--- src/rtl/blake2_msg_packer.sv ---
// blake2_msg_packer
//   Feeds the blake2 compression core. Collects 8-byte little-endian input
//   beats into BB-byte message blocks, zero-pads the final block, and hands
//   each block to the core with first/last flags and the running byte count.
//   It then waits for the core's done pulse before building the next block.
//
// Ports
//   clk           clock, all logic on the rising edge
//   nreset        synchronous active-low reset
//   data_valid_i  input beat valid
//   data_ready_o  high while a beat can be accepted (FILL state)
//   data_i        beat data, byte k at [8k+7:8k]
//   data_bytes_i  number of valid low-aligned bytes in the beat (0..8)
//   data_last_i   beat is the final beat of the message
//   blk_valid_o   one-cycle pulse presenting a block to the core
//   blk_first_o   presented block is the first of its message
//   blk_last_o    presented block is the last of its message
//   blk_d_o       block contents, message byte i at [8i+7:8i]
//   blk_ll_o      message bytes up to and including this block
//   core_done_i   core has consumed the presented block
//   proto_err_o   sticky flag for malformed input beats
module blake2_msg_packer #(
  parameter int W  = 64,
  parameter int BB = W * 2
) (
  input  logic            clk,
  input  logic            nreset,
  input  logic            data_valid_i,
  output logic            data_ready_o,
  input  logic [63:0]     data_i,
  input  logic [3:0]      data_bytes_i,
  input  logic            data_last_i,
  output logic            blk_valid_o,
  output logic            blk_first_o,
  output logic            blk_last_o,
  output logic [W*16-1:0] blk_d_o,
  output logic [63:0]     blk_ll_o,
  input  logic            core_done_i,
  output logic            proto_err_o
);

  localparam int BEATS = BB / 8;
  localparam int BI    = $clog2(BEATS);
  localparam int PW    = $clog2(BB) + 1;
  localparam logic [PW-1:0] BB_PTR = BB[PW-1:0];

  typedef enum logic [1:0] {FILL, SEND, WAIT} state_t;

  state_t        state_q;
  logic [63:0]   buf_q [BEATS];
  logic [PW-1:0] ptr_q;
  logic [63:0]   ll_q;
  logic          first_q;
  logic          last_q;
  logic [63:0]   blk_ll_q;
  logic          err_q;

  logic          accept;
  logic          msg_first;
  logic          bytes_gt8;
  logic [3:0]    n_eff;
  logic          beat_err;
  logic [63:0]   beat_data;
  logic [PW-1:0] ptr_d;
  logic [63:0]   ll_d;
  logic          blk_done;

  assign accept    = data_valid_i && (state_q == FILL);
  // No byte of the current message has been taken yet.
  assign msg_first = first_q && (ptr_q == '0);
  assign bytes_gt8 = data_bytes_i > 4'd8;
  // Only a final beat may be short; anything else is forced to a full beat.
  assign n_eff     = (bytes_gt8 || !data_last_i) ? 4'd8 : data_bytes_i;
  assign beat_err  = bytes_gt8
                   || (!data_last_i && (data_bytes_i != 4'd8))
                   || (data_last_i && (data_bytes_i == 4'd0) && !msg_first);
  assign ptr_d     = ptr_q + {{(PW-4){1'b0}}, n_eff};
  assign ll_d      = ll_q + {60'd0, n_eff};
  assign blk_done  = (ptr_d == BB_PTR) || data_last_i;

  // Bytes beyond the valid count are written as zero so the block is padded.
  genvar gi;
  generate
    for (gi = 0; gi < 8; gi++) begin : g_mask
      assign beat_data[8*gi +: 8] = (4'(gi) < n_eff) ? data_i[8*gi +: 8] : 8'h00;
    end
    for (gi = 0; gi < BEATS; gi++) begin : g_out
      assign blk_d_o[64*gi +: 64] = buf_q[gi];
    end
  endgenerate

  always_ff @(posedge clk) begin
    if (!nreset) begin
      state_q  <= FILL;
      ptr_q    <= '0;
      ll_q     <= '0;
      first_q  <= 1'b1;
      last_q   <= 1'b0;
      blk_ll_q <= '0;
      err_q    <= 1'b0;
      for (int i = 0; i < BEATS; i++) buf_q[i] <= '0;
    end else begin
      case (state_q)
        FILL: begin
          if (accept) begin
            // ptr is always beat-aligned here, so a beat fills one slot.
            buf_q[ptr_q[BI+2:3]] <= beat_data;
            ptr_q <= ptr_d;
            ll_q  <= ll_d;
            if (beat_err) err_q <= 1'b1;
            if (blk_done) begin
              last_q   <= data_last_i;
              blk_ll_q <= ll_d;
              state_q  <= SEND;
            end
          end
        end
        SEND: state_q <= WAIT;
        WAIT: begin
          if (core_done_i) begin
            for (int i = 0; i < BEATS; i++) buf_q[i] <= '0;
            ptr_q <= '0;
            if (last_q) begin
              first_q <= 1'b1;
              ll_q    <= '0;
            end else begin
              first_q <= 1'b0;
            end
            state_q <= FILL;
          end
        end
        default: state_q <= FILL;
      endcase
    end
  end

  assign data_ready_o = (state_q == FILL);
  assign blk_valid_o  = (state_q == SEND);
  assign blk_first_o  = first_q;
  assign blk_last_o   = last_q;
  assign blk_ll_o     = blk_ll_q;
  assign proto_err_o  = err_q;

endmodule
--- config.mk ---
export PLATFORM = sky130hd
export DESIGN_NAME = blake2_msg_packer
export DESIGN_NICKNAME = d
export VERILOG_FILES = /design/src/rtl/blake2_msg_packer.sv
export SDC_FILE = /design/constraint.sdc
export NUM_CORES = 1
export LEC_CHECK = 0
export ABC_AREA = 1
export BUFFER_PORTS_ARGS = -buffer_cell sky130_fd_sc_hd__buf_2
export CORE_AREA = 3 3 451 453
export CTS_CLUSTER_DIAMETER = 80
export DETAILED_ROUTE_END_ITERATION = 10
export DIE_AREA = 0 0 454 456
export GPL_TIMING_DRIVEN = 0
export SYNTH_ARGS = -nofsm -noshare
export SYNTH_HDL_FRONTEND = slang
export SYNTH_SLANG_ARGS = --single-unit
--- constraint.sdc ---
create_clock -name clk -period 3.4 [get_ports clk]
set_input_delay 0.17 -clock clk [delete_from_list [all_inputs] [get_ports clk]]
set_output_delay 0.17 -clock clk [all_outputs]
set_load 0.1 [all_outputs]
==> impl_metrics.py <==
metrics = {
    "outcome": {
        "status": "completed",
    },
    "clocking": {
        "cts_buffer_depth": 3,
        "cts-root-buf": "clkbuf_16",
        "clkSinkCount": 1165,
        "clk_pin_slew_worst_paths_ps": 60,
        "tritoncts": "built",
        "numCtsBuffers": 131,
        "htree_num_levels": 4,
        "worstSkewPairLatency_ps": 820,
    },
    "logic_synthesis": {
        "syn_avg_cell_area_um2": 12.4,
        "syn_nets": 3579,
        "netlist_instances": 3500,
        "synth_top_cell_by_area": "edfxtp_1",
        "synth_flop_cell": "edfxtp_1",
        "synth_edf_count": 1024,
        "synth.distinct_cells": 37,
        "synth.area.top_cells": "edfxtp_1 (71%), nor2_1 (10%), dfxtp_1 (6.5%)",
        "synth_top_area_share_pct": 70.7,
        "ys_top_cells_by_count": "nor2_1 (1194), edfxtp_1 (1024), nand2_1 (349), inv_1 (178), dfxtp_1 (141)",
        "ys_seq_area_share_pct": 77.2,
        "yosys_warnings": 0,
        "ys_ff_latch": 1165,
        "syn_area_um2": 43500,
        "yosysMostFrequentCell": "nor2_1",
        "async_flop_share_pct": 0,
    },
    "flow_run": {
        "max_cap_violations": 0,
    },
    "grt": {
        "grt-ovfl-total": 0,
        "grt_use_total_pct": 19.7,
        "grt_pass1_vias": 32800,
        "grt_pass1_wl_um": 278000,
        "grt_max_degree": 49,
        "antenna_found_initial": 17,
    },
    "sta": {
        "maxSlewViolCount": 0,
        "fin_crit_sh_pct": 97.7,
        "min_period_ps": 3320,
        "tns_ps": 0,
        "whs_ps": 91.5,
        "hold_viol_final": 0,
        "finalSetupViolCount": 0,
        "rsz0062_at_grt": "false",
        "relSlewSlack_pct": 9.78,
        "skew_ps": 70.1,
        "worstMarginPinSlew_ps": 1350,
        "fmax_ghz": 0.301,
    },
    "final_layout": {
        "area.growth.synth_to_final_pct": 34.9,
        "layoutNonFillerInstCount": 7640,
        "utilization_pct": 29.4,
        "drive_gt1_share_pct": 30.8,
        "nFillCells": 20500,
        "num-nets-final": 4948,
    },
    "power_and_ir_drop": {
        "power_w": 0.0390,
        "ir_drop_mv": 0.548,
        "clkPwrFrac_pct": 37.0,
        "switchingPower_w": 0.0139,
        "power_switching_share_pct": 35.5,
        "p_int_w": 0.0252,
        "seqPwrFrac_pct": 42.3,
        "comb_power_share_pct": 20.7,
        "p_leak_nw": 24.4,
        "powerDensity_nw_per_um2": 665,
    },
    "min_path": {
        "worstHoldStart": "data_i[55]",
        "hold_depth": 3,
        "hp-class": "in2reg",
        "hold_end": "buf_q[13][55]",
    },
    "worst_setup_path": {
        "cp_slowest_cell": "dfxtp_1",
        "critical_path.reg2reg.startpoint": "state_q[0]",
        "crit_type": "reg2reg",
        "worst_setup_path_end_kind": "flip-flop",
        "required_ps": 3800,
        "reg2reg_depth": 11,
        "crit_top_cell": "nand2_1",
        "rrSetupSlack_ps": 80,
        "reg2reg_to": "buf_q[14][12]",
        "arrival_ps": 3720,
        "crit_path_start_kind": "flip-flop",
        "slowest_delay_ps": 420,
        "path_cells": "nor2_1 > nand2_1 > o21ai_1 > nor2_4 > inv_2 > nor3_4 > nand2_1 > clkbuf_4 > clkbuf_8 > nand2_8 > buf_16",
        "cp_max_fo": 46,
    },
    "place": {
        "port_buffers": 1164,
        "place_congestion": 0.941,
        "dp.cells": 7343,
        "dp_hpwl_um": 160000,
    },
    "routing": {
        "via_per_inst": 4.42,
        "dr.pass1.iters": 6,
        "drtAntennaViolNets": 0,
        "wire_per_inst_um": 27.7,
        "routed_wirelength_um": 211000,
        "vias": 33800,
        "drc": 0,
        "drt_first_iter_violations": 4019,
    },
    "floorplanning": {
        "die_w_um": 454,
        "start_util_pct": 21.8,
        "die_y_um": 456,
        "die_area_um2": 207000,
        "io-pin-count": 1166,
        "rows": 164,
        "core_um2": 200000,
    },
}
-- cell usage in the layout (no fill, tap or decap), types with 27 or more instances in the layout --
cell type	n
inv_1	177
clkbuf_16	131
nor2_1	1191
xor2_1	52
a21oi_1	54
dlygate4sd3_1	41
nand2_1	331
dfxtp_1	141
buf_1	27
nand3_1	98
edfxtp_1	1024
nor3_1	36
clkbuf_1	129
buf_2	1209
-- flip-flops by register name, summed over array words and instances, names as in the netlist --
signal and flops:
buf_q 1024, blk_ll_o 64, ll_q 64, ptr_q 8
state_q 2, blk_first_o 1, blk_last_o 1, proto_err_o 1
-- metrics by stage --
step           instance area, um2  setup slack, ps
2_1_floorplan               43500             92.6
3_3_place_gp                52700            -3410
3_5_place_dp                53400            -1720
4_1_cts                     58600             31.2
5_1_grt                     58600             14.6
6_report                    58700             79.8
-- worst max-delay path: cells and delay by family, from the launching register on --
kind,cells,cell delay [ps]
and+or+nand+nor,6,1140
buffers and inverters,4,970
DFF,1,420
AOI/OAI and AO/OA,1,130
-- timing repair --
item,in CTS,in global routing
pin swaps,5,2
hold buffers,41,0
resized for setup,71,7
cloned,6,0
setup buffers,7,6
endpoints found under the hold margin,210,0
setup endpoints to repair,1591,299
-- worst max path at each step --
stage,start,endpoint,slack (ps),cells after the start
detailed placement,state_q[0],buf_q[11][21],-1720,11
finish,state_q[0],buf_q[14][12],80,11
global placement,state_q[1],buf_q[14][19],-3410,11
global route,state_q[0],buf_q[14][12],10,11
floorplan,state_q[1],buf_q[3][0],90,10
CTS,state_q[0],buf_q[11][19],30,11
-- power groups by stage --
stage | combinational [W] | sequential (W) | clock, W
6_report | 0.00807 | 0.0165 | 0.0144
5_1_grt | 0.00825 | 0.0166 | 0.0151
4_1_cts | 0.00812 | 0.0165 | 0.0146
3_5_place_dp | 0.00799 | 0.0168 | 0
3_3_place_gp | 0.00787 | 0.0169 | 0
2_1_floorplan | 0.000910 | 0.0219 | 0
-- cell families (layout without fill, tap and decap cells) --
logic type	after synthesis	after routing	synth area share [%]
AND/OR/NAND/NOR	1723	1727	15.6
XOR/XNOR	57	57	1.15
flip-flops	1165	1165	77.2
AO/OA/AOI/OAI	141	141	1.99
adder cells (fa/ha/maj)	6	6	0.173
buffers and inverters	408	1878	3.87
other	0	10	0
-- area by class of cell --
| cell class | instances | area (um2) | area share (%) |
|---|---|---|---|
| tap | 2656 | 3320 | 5.67 |
| inverter | 181 | 686 | 1.17 |
| clock inverter | 80 | 995 | 1.70 |
| buffer | 216 | 1080 | 1.84 |
| antenna | 10 | 25.0 | 0.0427 |
| clock buffer | 158 | 3390 | 5.78 |
| multi-input combinational | 1931 | 8600 | 14.7 |
| sequential | 1165 | 33600 | 57.2 |
| timing repair buffer | 1243 | 6990 | 11.9 |
-- metal layers --
layer  global-route usage [%]  part of all wire [%]  vias up
li1                         -                     -    14500
met1                     22.8                    37    16800
met2                     33.7                    49     2044
met3                     4.55                   8.4      421
met4                     10.3                   5.6        4
met5                        0                 0.012        -
(Power assumes the default switching activity.)
